<file path="config.mk">
export PLATFORM = sky130hd
export DESIGN_NAME = ram_rr_arbiter
export DESIGN_NICKNAME = d
export VERILOG_FILES = /design/src/rtl/ram_rr_arbiter_pkg.sv /design/src/rtl/ram_4x8.sv /design/src/rtl/ram_rr_arbiter.sv
export SDC_FILE = /design/constraint.sdc
export NUM_CORES = 1
export LEC_CHECK = 0
export ABC_AREA = 1
export CORE_ASPECT_RATIO = 1.2
export CORE_MARGIN = 5
export CORE_UTILIZATION = 40
export CTS_BUF_LIST = sky130_fd_sc_hd__clkbuf_2 sky130_fd_sc_hd__clkbuf_4 sky130_fd_sc_hd__clkbuf_8
export CTS_CLUSTER_DIAMETER = 60
export CTS_CLUSTER_SIZE = 8
export DETAILED_ROUTE_END_ITERATION = 8
export SETUP_SLACK_MARGIN = 0.3
export SLEW_MARGIN = 20
export SYNTH_ARGS = -nofsm -noshare
export SYNTH_HDL_FRONTEND = slang
export SYNTH_HIERARCHICAL = 1
export SYNTH_SLANG_ARGS = --single-unit
</file>
<file path="constraint.sdc">
create_clock -name clk -period 2.9 [get_ports clk]
set_input_delay 0.58 -clock clk [delete_from_list [all_inputs] [get_ports clk]]
set_output_delay 0.58 -clock clk [all_outputs]
set_load 0.1 [all_outputs]
</file>
<file path="src/rtl/ram_rr_arbiter_pkg.sv">
// Shared types and constants for the two-port round-robin RAM arbiter.
//   state_e  : arbiter FSM states (CLEAR, RUN)
//   RW_*     : access-type encoding used on the request ports and on the RAM
package ram_rr_arbiter_pkg;

  typedef enum logic {
    CLEAR = 1'b0,
    RUN   = 1'b1
  } state_e;

  localparam logic RW_WRITE = 1'b0;
  localparam logic RW_READ  = 1'b1;

endpackage

</file>
<file path="src/rtl/ram_4x8.sv">
// Single-port RAM, 2^ADDR_W words of DATA_W bits, registered read.
//   clk, rst : clock, synchronous active-high reset (clears only the read register)
//   en       : access enable for this cycle
//   rw       : 0 = write wdata to addr, 1 = read addr into rdata next cycle
//   addr     : word address
//   wdata    : write data
//   rdata    : registered read data, holds its value between reads
module ram_4x8
  import ram_rr_arbiter_pkg::*;
#(
  parameter int ADDR_W = 3,
  parameter int DATA_W = 4
) (
  input  logic              clk,
  input  logic              rst,
  input  logic              en,
  input  logic              rw,
  input  logic [ADDR_W-1:0] addr,
  input  logic [DATA_W-1:0] wdata,
  output logic [DATA_W-1:0] rdata
);

  localparam int DEPTH = 1 << ADDR_W;

  logic [DATA_W-1:0] mem_q [DEPTH];
  logic [DATA_W-1:0] rdata_q, rdata_d;

  always_comb begin
    rdata_d = rdata_q;
    if (en && rw == RW_READ) rdata_d = mem_q[addr];
  end

  always_ff @(posedge clk) begin
    if (rst) rdata_q <= '0;
    else     rdata_q <= rdata_d;
  end

  // Contents are not reset; the arbiter's clear sequence initialises them.
  always_ff @(posedge clk) begin
    if (en && rw == RW_WRITE) mem_q[addr] <= wdata;
  end

  assign rdata = rdata_q;

endmodule

</file>
<file path="src/rtl/ram_rr_arbiter.sv">
// Two-requester round-robin arbiter in front of a single-port RAM.
// After reset the RAM is zero-filled (one word per cycle), then requests are
// granted one per cycle with rotating priority on contention.
//   clk, rst                 : clock, synchronous active-high reset
//   reqX_valid/rw/addr/wdata : request from requester X (rw 0 = write, 1 = read)
//   reqX_ready               : request X accepted this cycle (combinational)
//   rspX_valid               : rsp_rdata carries read data for requester X
//   rsp_rdata                : shared read-data bus, holds between responses
//   init_done                : clear sequence finished, arbiter in RUN
//
// state | meaning
// CLEAR | writing zero to address clr_cnt_q, all requests stalled
// RUN   | arbitrating requests onto the RAM
module ram_rr_arbiter
  import ram_rr_arbiter_pkg::*;
#(
  parameter int ADDR_W = 3,
  parameter int DATA_W = 4
) (
  input  logic              clk,
  input  logic              rst,
  input  logic              req0_valid,
  input  logic              req0_rw,
  input  logic [ADDR_W-1:0] req0_addr,
  input  logic [DATA_W-1:0] req0_wdata,
  output logic              req0_ready,
  input  logic              req1_valid,
  input  logic              req1_rw,
  input  logic [ADDR_W-1:0] req1_addr,
  input  logic [DATA_W-1:0] req1_wdata,
  output logic              req1_ready,
  output logic              rsp0_valid,
  output logic              rsp1_valid,
  output logic [DATA_W-1:0] rsp_rdata,
  output logic              init_done
);

  state_e            state_q, state_d;
  logic [ADDR_W-1:0] clr_cnt_q, clr_cnt_d;
  logic              prio_q, prio_d;     // requester holding priority
  logic              rsp0_valid_q, rsp0_valid_d;
  logic              rsp1_valid_q, rsp1_valid_d;

  logic              gnt0, gnt1;
  logic              ram_en, ram_rw;
  logic [ADDR_W-1:0] ram_addr;
  logic [DATA_W-1:0] ram_wdata;

  always_comb begin
    state_d      = state_q;
    clr_cnt_d    = clr_cnt_q;
    prio_d       = prio_q;
    rsp0_valid_d = 1'b0;
    rsp1_valid_d = 1'b0;
    gnt0         = 1'b0;
    gnt1         = 1'b0;
    ram_en       = 1'b0;
    ram_rw       = RW_READ;
    ram_addr     = clr_cnt_q;
    ram_wdata    = '0;
    // Nothing is granted or written while rst is high, whatever the state.
    if (!rst) begin
      case (state_q)
        CLEAR: begin
          ram_en    = 1'b1;
          ram_rw    = RW_WRITE;
          clr_cnt_d = clr_cnt_q + 1'b1;
          if (clr_cnt_q == '1) state_d = RUN;
        end
        RUN: begin
          gnt0 = req0_valid && (!req1_valid || prio_q == 1'b0);
          gnt1 = req1_valid && (!req0_valid || prio_q == 1'b1);
          if (gnt0) begin
            ram_en       = 1'b1;
            ram_rw       = req0_rw;
            ram_addr     = req0_addr;
            ram_wdata    = req0_wdata;
            prio_d       = 1'b1;
            rsp0_valid_d = (req0_rw == RW_READ);
          end else if (gnt1) begin
            ram_en       = 1'b1;
            ram_rw       = req1_rw;
            ram_addr     = req1_addr;
            ram_wdata    = req1_wdata;
            prio_d       = 1'b0;
            rsp1_valid_d = (req1_rw == RW_READ);
          end
        end
        default: state_d = CLEAR;
      endcase
    end
  end

  always_ff @(posedge clk) begin
    if (rst) begin
      state_q      <= CLEAR;
      clr_cnt_q    <= '0;
      prio_q       <= 1'b0;
      rsp0_valid_q <= 1'b0;
      rsp1_valid_q <= 1'b0;
    end else begin
      state_q      <= state_d;
      clr_cnt_q    <= clr_cnt_d;
      prio_q       <= prio_d;
      rsp0_valid_q <= rsp0_valid_d;
      rsp1_valid_q <= rsp1_valid_d;
    end
  end

  ram_4x8 #(
    .ADDR_W (ADDR_W),
    .DATA_W (DATA_W)
  ) u_ram (
    .clk   (clk),
    .rst   (rst),
    .en    (ram_en),
    .rw    (ram_rw),
    .addr  (ram_addr),
    .wdata (ram_wdata),
    .rdata (rsp_rdata)
  );

  assign req0_ready = gnt0;
  assign req1_ready = gnt1;
  // Masking with rst drops a response that would land in a reset cycle.
  assign rsp0_valid = rsp0_valid_q && !rst;
  assign rsp1_valid = rsp1_valid_q && !rst;
  assign init_done  = (state_q == RUN) && !rst;

endmodule

</file>
After elaboration in Yosys (flattened, before gate mapping)
Memories as Yosys holds them, arrays and structs flattened. A register that Yosys moved wholly into a read port is not among the register bits.
Cells that the tools add are included.
- $add $sub $neg: 1
- equality and inequality tests: 1
- mux-type cells: 26
- bitwise gates (word level): 5
- reductions and logical operators: 16
- operators by type and width (cell ; number):
    1-bit two-way mux ; 16
    4-bit two-way mux ; 4
    3-bit two-way mux ; 4
    1-bit logical AND ; 7
    1-bit NOT ; 5
    1-bit one-hot mux with 2 select lines ; 2
    4-bit OR reduction ; 1
    3-bit by 1-bit adder with 3-bit output, second input constant ; 1
    3-bit equality test, second input constant ; 1
    1-bit logical NOT ; 3
    3-bit OR reduction ; 1
    1-bit logical OR ; 2
    2-bit AND reduction ; 1
    2-bit nonzero test ; 1
- flip-flop bits (word level): 7
- RAM bits: 32
- input bits: 20
- output and inout bits: 9
- word-level logic and storage cells: 55
- memories: 1
- memories (name ; depth ; width ; rd ports ; clocked after memory_dff ; wr ports ; RTL line ; text):
    u_ram.mem_q ; 8 ; 4 ; 1 ; 1 ; 1 ; ram_4x8.sv:25 ; logic [DATA_W-1:0] mem_q [DEPTH];

Depth between registers and ports, before layout
Gate-level depths: netlist of the first run.
- word-level depth: 11
- mapped depth: 13
- mapped depth without buffers: 12

By module
Netlist of the first run, hierarchy kept.
- by module, submodules not included (module ; times used ; cells an instance ; area an instance (um2) ; seq. area each (um2)):
    ram_4x8 ; 1 ; 160 ; 1567.8 ; 1041.0
    ram_rr_arbiter ; 1 ; 82 ; 523.0 ; 140.1

Worst setup path before layout of the first run
No wires, ideal clock.
- path kind: input to output
- start point: in rst
- end point: out rsp0_valid
- data arrival time: 1833 ps
- required time: 2320 ps
- slack: 487 ps
- stages: 1
- buffers on the path: 0
- cells stage by stage: nor2_1
- longest elaborated chain between the ends: 2
- ends and longest elaborated chain (what ; RTL line ; text):
    start: declaration ; ram_rr_arbiter.sv:21 ; input logic rst,
    1-bit logical NOT ; ram_rr_arbiter.sv:126 ; assign rsp0_valid = rsp0_valid_q && !rst;
    1-bit logical AND ; ram_rr_arbiter.sv:126 ;
    end: declaration ; ram_rr_arbiter.sv:32 ; output logic rsp0_valid,
No other way between the ends.

Worst setup path after layout of the first run
- start point: in req1_valid
- end point: mem u_ram.mem_q[4][3] (enable)
- elaborated cells between the ends (all ways): 20
- those cells by class: 14 x mux; 1 x bitwise; 5 x reduce/logical
- RTL lines (what ; RTL line ; text):
    start: declaration ; ram_rr_arbiter.sv:27 ; input logic req1_valid,
    1-bit logical NOT ; ram_rr_arbiter.sv:71 ; gnt0 = req0_valid && (!req1_valid || prio_q == 1'b0);
    1-bit logical OR ; ram_rr_arbiter.sv:71 ;
    1-bit logical AND ; ram_rr_arbiter.sv:71 ;
    3-bit two-way mux (*) ; ram_rr_arbiter.sv:73 ; if (gnt0) begin
    3-bit two-way mux (*) ; ram_rr_arbiter.sv:63 ; case (state_q)
    3-bit two-way mux (*) ; ram_rr_arbiter.sv:62 ; if (!rst) begin
    named net ram_addr[2] ; ram_rr_arbiter.sv:46 ; logic [ADDR_W-1:0] ram_addr;
    end: declaration ; ram_4x8.sv:25 ;
Mark *: on every way through the listed nets, which the timed path passes. The rest lies on a longest branch.

==> run_results.csv, run 1 <==
group,metric,value,unit
placed_design,portBuffers,28,
sta,fin_crit,2417,ps
detailed_routing,first_pass_iters,4,
sta,maxSlewHeadroom,76.27,%
detailed_routing,routed_wirelength,4197,um
sta,fin_crit_sh,83.33,%
min_path,hold_path_depth,2,
clock_tree,post_cts.repair.setup_buffers,0,
clock_tree,cts.path.max_buffers,2,
logic_synthesis,synthFlopType,"edfxtp_1",
sta,timing.setup.tns,0,ps
logic_synthesis,syn_area_per_cell,8.639,sq um
grt,grt_overflow,0,
detailed_routing,dr.first_iter.drc_count,59,
detailed_routing,vias,1551,
min_path,worstHoldStart,"prio_q$_SDFFE_PP0P_",
sta,worstMarginPinSlew,354.6,ps
sta,rsz0062_at_grt,"true",
setup_path,path_depth,11,
setup_path,timing.reg2reg.setup_slack,840,ps
sta,fmax,413.8,MHz
power_and_ir_drop,p_per_area,504.3,mW/mm^2
setup_path,crit_buf_inv,3,
logic_synthesis,synthCells,242,
clock_tree,numCtsBuffers,5,
clock_tree,clk_pin_slew_worst_paths,80,ps
sta,hold_viol_final,0,
detailed_routing,drtAntennaViolNets,0,
sta,clock_skew,6.117,ps
power_and_ir_drop,power_leakage,0.001174,uW
sta,setup_viol,0,
setup_path,critPathMaxFanout,9,
finish,final_util,52.05,%
grt,first_global_vias,1491,
clock_tree,cts.repair.resized,0,
logic_synthesis,ys_types,21,
detailed_routing,wl_per_cell,12.42,um
clock_tree,root_buffer,"clkbuf_8",
finish,syn2layout_area_growth,24.72,%
clock_tree,cts.sinks,43,
min_path,hold_end,"prio_q$_SDFFE_PP0P_",
finish,seqCellArea,0.001181,sq mm
placed_design,gp_congestion,0.7760,
sta,setup_slack,483.4,ps
setup_path,startpoint,"req1_valid",
setup_path,cp_top_family,"simple AND/OR/NAND/NOR gates",
floorplan,initial_core_util,41.73,%
clock_tree,htree_num_levels,2,
power_and_ir_drop,p_total,1315,uW
finish,drive_gt1_share,16.55,%
grt,gr-usage-all-layers,13.43,%
floorplan,dieArea,0.006779,sq mm
logic_synthesis,ys_warn_count,6,
clock_tree,cts_hold_buf,0,
clock_tree,clk_latency,290,ps
finish,finalNetCount,299,
setup_path,worst_path_largest_cell_delay,490,ps
power_and_ir_drop,vdd_ir_drop_max,272.2,uV
grt,grt_max_degree,19,
floorplan,ios,29,
placed_design,dpl.hpwl,3275,um
logic_synthesis,ys_seq_area_share,56.49,%
setup_path,crit_path_end_kind,"flop",
detailed_routing,drc_errors,0,
placed_design,post-place-ws,136.4,ps
sta,drv_slew,0,
logic_synthesis,synth_edf_count,32,
floorplan,die-height,89.20,um
logic_synthesis,syn_area,0.002091,sq mm
setup_path,r2r_end,"u_ram/mem_q[1][3]$_DFFE_PP_",
finish,num_antenna_cells,0,
finish,multi_input_area,690.7,sq um
setup_path,cp_slowest_cell,"clkdlybuf4s50_1",
setup_path,cp_cell_sequence,"clkdlybuf4s50_1 > nand2_1 > nand2_2 > nor2_8 > nand2_1 > nand2_1 > nor2_1 > inv_1 > nor2_4 > inv_1 > nor2_1",
floorplan,fp-row-count,28,
setup_path,required,2870,ps
grt,antenna_found_initial,0,
logic_synthesis,ys_seq_elements,43,
clock_tree,cts_tree,"built",
setup_path,r2r_start,"state_q$_SDFF_PP0_",
status,status,"complete, no violations",
floorplan,design.core.area,0.005010,sq mm
setup_path,ff2ff_path_depth,8,
detailed_routing,routed_via_density,4.589,
setup_path,cp-start-kind,"input port",
logic_synthesis,syn-num-nets,264,
finish,num-fill-cells,470,
grt,grt_pass1_wl,6962,um
logic_synthesis,synthArstFlopShare,0,%
floorplan,die_w,76,um
setup_path,cp_common_cell,"nand2_1",
flow_run,maxCapViolCount,0,
setup_path,critPathKind,"in2reg",
setup_path,worstPathArrival,2390,ps
min_path,hp-class,"reg2reg",
## worst reg2reg max path: cells and delay by family (launching register included)
family                 cells  cell delay (ps)
DFF                        1              480
and+or+nand+nor            7             1150
buffers and inverters      1              100
## per-stage QoR
step,hold WS (ps),instance area (sq um),cells
6_report,479.7,2608,338
5_1_grt,529.2,2608,338
4_1_cts,483.6,2600,338
3_5_place_dp,467.1,2487,330
3_3_place_gp,464.3,2487,330
2_1_floorplan,442.7,2091,242
## sequential cells by signal, summed over array words and instances (netlist names)
signal	count
u_ram/mem_q	32
u_ram/rdata	4
clr_cnt_q	3
prio_q	1
rsp0_valid_q	1
rsp1_valid_q	1
state_q	1
## how the worst max path moves through the flow
stage                                        to  slack [ps]
finish              u_ram/mem_q[4][3]$_DFFE_PP_         480
global route        u_ram/mem_q[0][0]$_DFFE_PP_         260
CTS                 u_ram/mem_q[5][0]$_DFFE_PP_         460
detailed placement  u_ram/mem_q[5][0]$_DFFE_PP_         140
global placement    u_ram/mem_q[3][2]$_DFFE_PP_         170
floorplan                            rsp0_valid         490
## kinds of logic (layout without fill, tap and decap cells)
kind of cell             after synthesis  in the layout  share of synthesized area [%]
AO/OA/AOI/OAI                         14             14                          3.531
adder cells (fa/ha/maj)                2              2                          1.197
buffers and inverters                 55             91                          10.83
flip-flops                            43             43                          56.49
AND/OR/NAND/NOR                      128            128                          27.95
## power breakdown
| group | switching, uW | leakage, uW | total, uW | internal (uW) |
|---|---|---|---|---|
| logic | 110 | 0.000701 | 172 | 61.7 |
| clock network | 212 | 0.0000581 | 469 | 257 |
| registers | 7.20 | 0.000415 | 674 | 667 |
| total | 330 | 0.00117 | 1320 | 985 |
## routing by layer
layer / global-route usage (%) / share of wire, % / vias to the layer above
met2: 23.91 / 51 / 37
met4: 5.340 / 0.88 / 0
met5: 0 / 0 / -
li1: - / - / 818
met3: 3.125 / 4.9 / 4
met1: 15.75 / 43 / 692
## Yosys cell counts, types with 3 or more instances
cell	count	area share, %
inv_2	5	0.90
o21ai_0	8	1.9
nand2_2	10	3.0
dfxtp_1	11	11
a21oi_1	3	0.72
inv_1	44	7.9
edfxtp_1	32	46
nand3_1	24	5.7
nand2_1	56	10
nor2_1	32	5.7
## area by class of cell
type	instances	share of cell area [%]
Sequential cell	43	45.30
Multi-Input combinational cell	144	26.49
Timing Repair Buffer	31	13.15
Inverter	52	7.869
Tap cell	60	2.879
Clock buffer	5	2.639
Clock inverter	3	1.679
## placed cells by master (no fill, tap or decap), drive strengths merged
cell and count:
clkinv 3, nand2 68, buf 12, nand3 24, nor2 35, bufinv 1, clkbuf 5, o21ai 11
a21oi 3, ha 2, edfxtp 32, inv 51, dfxtp 11, or2 1, clkdlybuf4s50 19
(Power assumes the default switching activity.)
==> run 2: changes to the inputs <==
==> constraint.sdc (replaced) <==
create_clock -name clk -period 2.1 [get_ports clk]
set_input_delay 0.42 -clock clk [delete_from_list [all_inputs] [get_ports clk]]
set_output_delay 0.42 -clock clk [all_outputs]
set_load 0.1 [all_outputs]
==> run_results.csv, run 2 (same netlist as run 1, synthesis figures left out) <==
group,metric,value,unit
placed_design,gp_congestion,0.8094,
setup_path,worstPathArrival,1260,ps
power_and_ir_drop,power_leakage,0.001312,uW
clock_tree,cts.sinks,43,
clock_tree,cts.path.max_buffers,2,
min_path,hp-class,"in2reg",
sta,drv_slew,0,
floorplan,die_w,76,um
floorplan,dieArea,0.006779,sq mm
sta,clock_skew,2.879,ps
detailed_routing,wl_per_cell,11.63,um
finish,multi_input_area,897.1,sq um
setup_path,crit_buf_inv,4,
finish,final_cell_mix,"nand2_1 (48), inv_1 (42), edfxtp_1 (32), buf_4 (27), nand3_1 (19)",
flow_run,maxCapViolCount,0,
floorplan,design.core.area,0.005010,sq mm
setup_path,cp_top_family,"buffers and inverters",
sta,timing.setup.tns,0,ps
clock_tree,cts_hold_buf,0,
finish,syn2layout_area_growth,43.57,%
finish,final_util,59.92,%
placed_design,dpl.hpwl,3337,um
min_path,hold_path_depth,4,
sta,maxSlewHeadroom,81.61,%
sta,setup_viol,0,
sta,rsz0062_at_grt,"false",
clock_tree,cts_tree,"built",
detailed_routing,first_pass_iters,4,
detailed_routing,drc_errors,0,
setup_path,cp-start-kind,"flop",
finish,drive_gt1_share,34.11,%
clock_tree,numCtsBuffers,5,
grt,grt_overflow,0,
sta,fmax,595.5,MHz
detailed_routing,routed_via_density,4.500,
setup_path,cp_slowest_cell,"dfxtp_4",
floorplan,die-height,89.20,um
setup_path,ff2ff_path_depth,10,
clock_tree,clk_pin_slew_worst_paths,80,ps
setup_path,r2r_start,"prio_q$_SDFFE_PP0P_",
setup_path,timing.reg2reg.setup_slack,470,ps
finish,num_antenna_cells,0,
min_path,hold_end,"state_q$_SDFF_PP0_",
setup_path,critPathKind,"reg2out",
power_and_ir_drop,vdd_ir_drop_max,340.8,uV
floorplan,ios,29,
floorplan,initial_core_util,41.73,%
sta,fin_crit,1679,ps
power_and_ir_drop,p_per_area,588.0,mW/mm^2
sta,worstMarginPinSlew,278.1,ps
finish,num-fill-cells,469,
sta,fin_crit_sh,79.96,%
clock_tree,clk_latency,280,ps
finish,seqCellArea,0.001189,sq mm
clock_tree,root_buffer,"clkbuf_8",
finish,largest-register,"u_ram/mem_q",
placed_design,portBuffers,28,
finish,final_common_cell,"nand2_1",
detailed_routing,vias,1629,
finish,largest_register_ffs,32,
sta,hold_viol_final,0,
grt,gr-usage-all-layers,13.46,%
setup_path,crit_path_end_kind,"output port",
grt,antenna_found_initial,0,
setup_path,critPathMaxFanout,7,
finish,finalNetCount,323,
detailed_routing,routed_wirelength,4209,um
setup_path,cp_cell_sequence,"nand2_8 > inv_12 > buf_4 > nand2_4 > inv_6 > buf_12",
clock_tree,htree_num_levels,2,
setup_path,required,1680,ps
min_path,worstHoldStart,"rst",
setup_path,r2r_end,"u_ram/mem_q[0][1]$_DFFE_PP_",
grt,first_global_vias,1548,
grt,grt_pass1_wl,7093,um
setup_path,worst_path_largest_cell_delay,390,ps
floorplan,fp-row-count,28,
detailed_routing,drtAntennaViolNets,0,
status,status,"complete, no violations",
detailed_routing,dr.first_iter.drc_count,80,
grt,grt_max_degree,14,
## run 2: what timing repair did
action,4_1_cts,5_1_grt
setup endpoints to repair,41,38
buffers inserted,1,3
resized for setup,9,21
pin swaps,2,7
## run 2: cell type report
type / count / share of cell area, %
clock buffers: 6 / 2.543
well taps: 60 / 2.501
repair buffers: 55 / 17.72
inverters: 52 / 7.336
flip-flops and latches: 43 / 39.60
multi-input cells: 144 / 29.89
clock inverters: 2 / 0.4168
## run 2: worst max-delay path by stage
stage	startpoint	cells past startpoint	slack, ps	endpoint
after floorplan	rst	9	200	u_ram/mem_q[4][0]$_DFFE_PP_
after global placement	req1_valid	8	-260	u_ram/mem_q[6][0]$_DFFE_PP_
after detailed placement	req1_valid	8	-270	u_ram/mem_q[6][1]$_DFFE_PP_
after CTS	req1_valid	7	260	req1_ready
after global routing	req0_rw	10	310	u_ram/rdata[2]$_SDFFE_PP0P_
final	state_q$_SDFF_PP0_	6	420	req1_ready
## run 2: worst register-to-register path, cell delays in order (launching register included)
cell and delay, ps:
dfxtp_4 370, nand2_8 80, nand2_8 60, nor2_8 120
nand2_1 80, nand2_2 80, nor2_4 50, buf_4 140
nor2_4 130, inv_2 80, nor2_4 160
## run 2: power by group
group / switching [uW] / leakage, uW / internal, uW / total (uW)
combinational: 189 / 0.000850 / 132 / 321
sequential: 9.96 / 0.000417 / 919 / 929
clock: 270 / 0.0000446 / 245 / 515
## run 2: through the flow
| step | total power (uW) | worst slack (ps) | instances | hold WS, ps | instance area (sq um) |
|---|---|---|---|---|---|
| 6_report | 1765 | 420.8 | 362 | 489.8 | 3002 |
| 5_1_grt | 1856 | 306.5 | 362 | 500.4 | 3002 |
| 4_1_cts | 1781 | 259.3 | 359 | 509.1 | 2932 |
| 3_5_place_dp | 1255 | -273.2 | 350 | 483.5 | 2816 |
| 3_3_place_gp | 1253 | -264.7 | 350 | 484.9 | 2816 |
| 2_1_floorplan | 1140 | 198.9 | 242 | 447.3 | 2263 |
## run 2: layer usage
metal | up-vias | part of all wire [%] | track usage, %
li1 | 867 | - | -
met4 | 0 | 1.1 | 4.531
met1 | 733 | 43 | 15.84
met3 | 2 | 4.4 | 3.931
met2 | 27 | 51 | 23.68
met5 | - | 0 | 0
==> run 3: changes to the inputs <==
==> constraint.sdc (replaced) <==
create_clock -name clk -period 1.6 [get_ports clk]
set_input_delay 0.32 -clock clk [delete_from_list [all_inputs] [get_ports clk]]
set_output_delay 0.32 -clock clk [all_outputs]
set_load 0.1 [all_outputs]
==> run_results.csv, run 3 (same netlist as run 1, synthesis figures left out) <==
group,metric,value,unit
power_and_ir_drop,swShare,27.66,%
finish,finalNetCount,330,
finish,final_util,67.33,%
floorplan,ios,29,
finish,final_cell_mix,"nand2_1 (37), inv_1 (37), edfxtp_1 (32)",
setup_path,cp_common_cell,"nor2_4",
sta,fin_crit_sh,102.2,%
grt,grt_max_degree,14,
sta,setup_viol,18,
setup_path,required,1600,ps
sta,maxSlewHeadroom,86.35,%
placed_design,gp_congestion,0.8279,
detailed_routing,vias,1692,
floorplan,die_w,76,um
clock_tree,clk_latency,290,ps
setup_path,crit_path_end_kind,"flop",
floorplan,die-height,89.20,um
placed_design,dpl.hpwl,3523,um
grt,antenna_found_initial,0,
detailed_routing,dr.first_iter.drc_count,57,
setup_path,path_depth,9,
sta,hold_viol_final,0,
setup_path,ff2ff_path_depth,9,
detailed_routing,drc_errors,0,
floorplan,dieArea,0.006779,sq mm
sta,setup_slack,-35.06,ps
power_and_ir_drop,p_switching,670.0,uW
power_and_ir_drop,p_per_area,718.1,mW/mm^2
setup_path,cp_cell_sequence,"nand2_8 > nor2_8 > nand2_2 > nand2_2 > nor2_4 > buf_6 > nor2_4 > inv_2 > nor2_4",
min_path,hold_path_depth,4,
detailed_routing,wl_per_cell,13.08,um
finish,stdcell_area,0.003373,sq mm
power_and_ir_drop,internal-power,1752,uW
finish,largest_register_ffs,32,
grt,grt_overflow,0,
sta,clock_skew,10.39,ps
detailed_routing,routed_via_density,4.585,
power_and_ir_drop,clock_power_share,28.2,%
finish,drive_gt1_share,44.34,%
sta,rsz0062_at_grt,"true",
placed_design,post-place-ws,-633.4,ps
placed_design,placed_area,0.002834,sq mm
setup_path,worstPathArrival,1630,ps
clock_tree,clk_pin_slew_worst_paths,80,ps
finish,syn2layout_area_growth,61.34,%
setup_path,crit_buf_inv,2,
clock_tree,root_buffer,"clkbuf_8",
detailed_routing,routed_wirelength,4826,um
setup_path,critPathKind,"reg2reg",
power_and_ir_drop,power_leakage,0.001500,uW
setup_path,cp_slowest_cell,"dfxtp_4",
clock_tree,numCtsBuffers,5,
finish,num_antenna_cells,0,
min_path,hp-class,"in2reg",
sta,fin_crit,1635,ps
clock_tree,htree_num_levels,2,
sta,timing.setup.tns,-435.1,ps
detailed_routing,drtAntennaViolNets,0,
clock_tree,cts.path.max_buffers,2,
setup_path,critPathMaxFanout,5,
setup_path,cp-start-kind,"flop",
grt,first_global_vias,1753,
floorplan,design.core.area,0.005010,sq mm
status,status,"finished with violations",
setup_path,cp_top_family,"simple AND/OR/NAND/NOR gates",
clock_tree,cts_tree,"built",
placed_design,dpl.cell_count,347,
finish,largest-register,"u_ram/mem_q",
finish,finalNonFillerCells,369,
flow_run,maxCapViolCount,0,
power_and_ir_drop,vdd_ir_drop_max,482.1,uV
floorplan,fp-row-count,28,
grt,gr-usage-all-layers,15.66,%
sta,worstMarginPinSlew,204.5,ps
grt,grt_pass1_wl,8238,um
floorplan,initial_core_util,41.73,%
clock_tree,cts.sinks,43,
detailed_routing,first_pass_iters,4,
placed_design,portBuffers,28,
power_and_ir_drop,p_seq_share,50.6,%
power_and_ir_drop,power.combinational.fraction,21.2,%
status,violations,"setup timing",
sta,fmax,611.6,MHz
sta,drv_slew,0,
setup_path,worst_path_largest_cell_delay,390,ps
-- run 3: changes by cell type in the layout (fill, tap and decap cells not counted), sizes merged --
cell / change
buf: +8
dlygate4sd2: +1
clkbuf: -3
clkdlybuf4s15: +1
-- run 3: area by class of cell --
| class | instances | area [sq um] |
|---|---|---|
| repair buffers | 62 | 708.2 |
| multi-input cells | 144 | 1086 |
| flip-flops and latches | 43 | 1187 |
| well taps | 60 | 75.07 |
| clock buffers | 6 | 76.32 |
| fillers | 390 | 1637 |
| inverters | 52 | 227.7 |
| clock inverters | 2 | 12.51 |
-- run 3: power groups by stage --
stage / sequential (uW) / clock [uW] / combinational (uW)
floorplan: 1300 / 0 / 194
global placement: 1250 / 0 / 411
detailed placement: 1250 / 0 / 415
CTS: 1220 / 699 / 465
global route: 1230 / 756 / 552
finish: 1220 / 683 / 515
-- run 3: layer usage --
layer	vias to the layer above	GRT usage (%)	part of all wire, %	wire length [um]
met5	-	0	0	0
met1	777	16.56	38	1830
met2	30	29.60	57	2732
met3	7	4.435	4.0	193
met4	0	5.987	1.5	70
li1	878	-	-	-
-- run 3: metrics by stage --
stage	hold slack [ps]	total power, uW
2_1_floorplan	447.3	1493
3_3_place_gp	478.7	1660
5_1_grt	413.1	2536
4_1_cts	400.6	2389
3_5_place_dp	480.6	1665
6_report	399.7	2422
-- run 3: worst paths after layout --
check	startpoint	to	slack [ps]
setup reg to reg	state_q$_SDFF_PP0_	u_ram/mem_q[1][0]$_DFFE_PP_	-40
setup / recovery	state_q$_SDFF_PP0_	u_ram/mem_q[1][0]$_DFFE_PP_	-40
hold / removal	rst	state_q$_SDFF_PP0_	400
hold reg to reg	prio_q$_SDFFE_PP0P_	prio_q$_SDFFE_PP0P_	490
-- run 3: repair_timing --
item                       4_1_cts  5_1_grt
gates resized for setup         48       46
setup buffers                   10        4
hold buffers                     0        0
setup endpoints to repair       73       73
pin swaps                       31       18
-- run 3: worst register-to-register path, stage by stage (launching register included) --
cell,delay [ps]
dfxtp_4,390
nand2_8,90
nor2_8,160
nand2_2,70
nand2_2,80
nor2_4,50
buf_6,120
nor2_4,160
inv_2,90
nor2_4,140
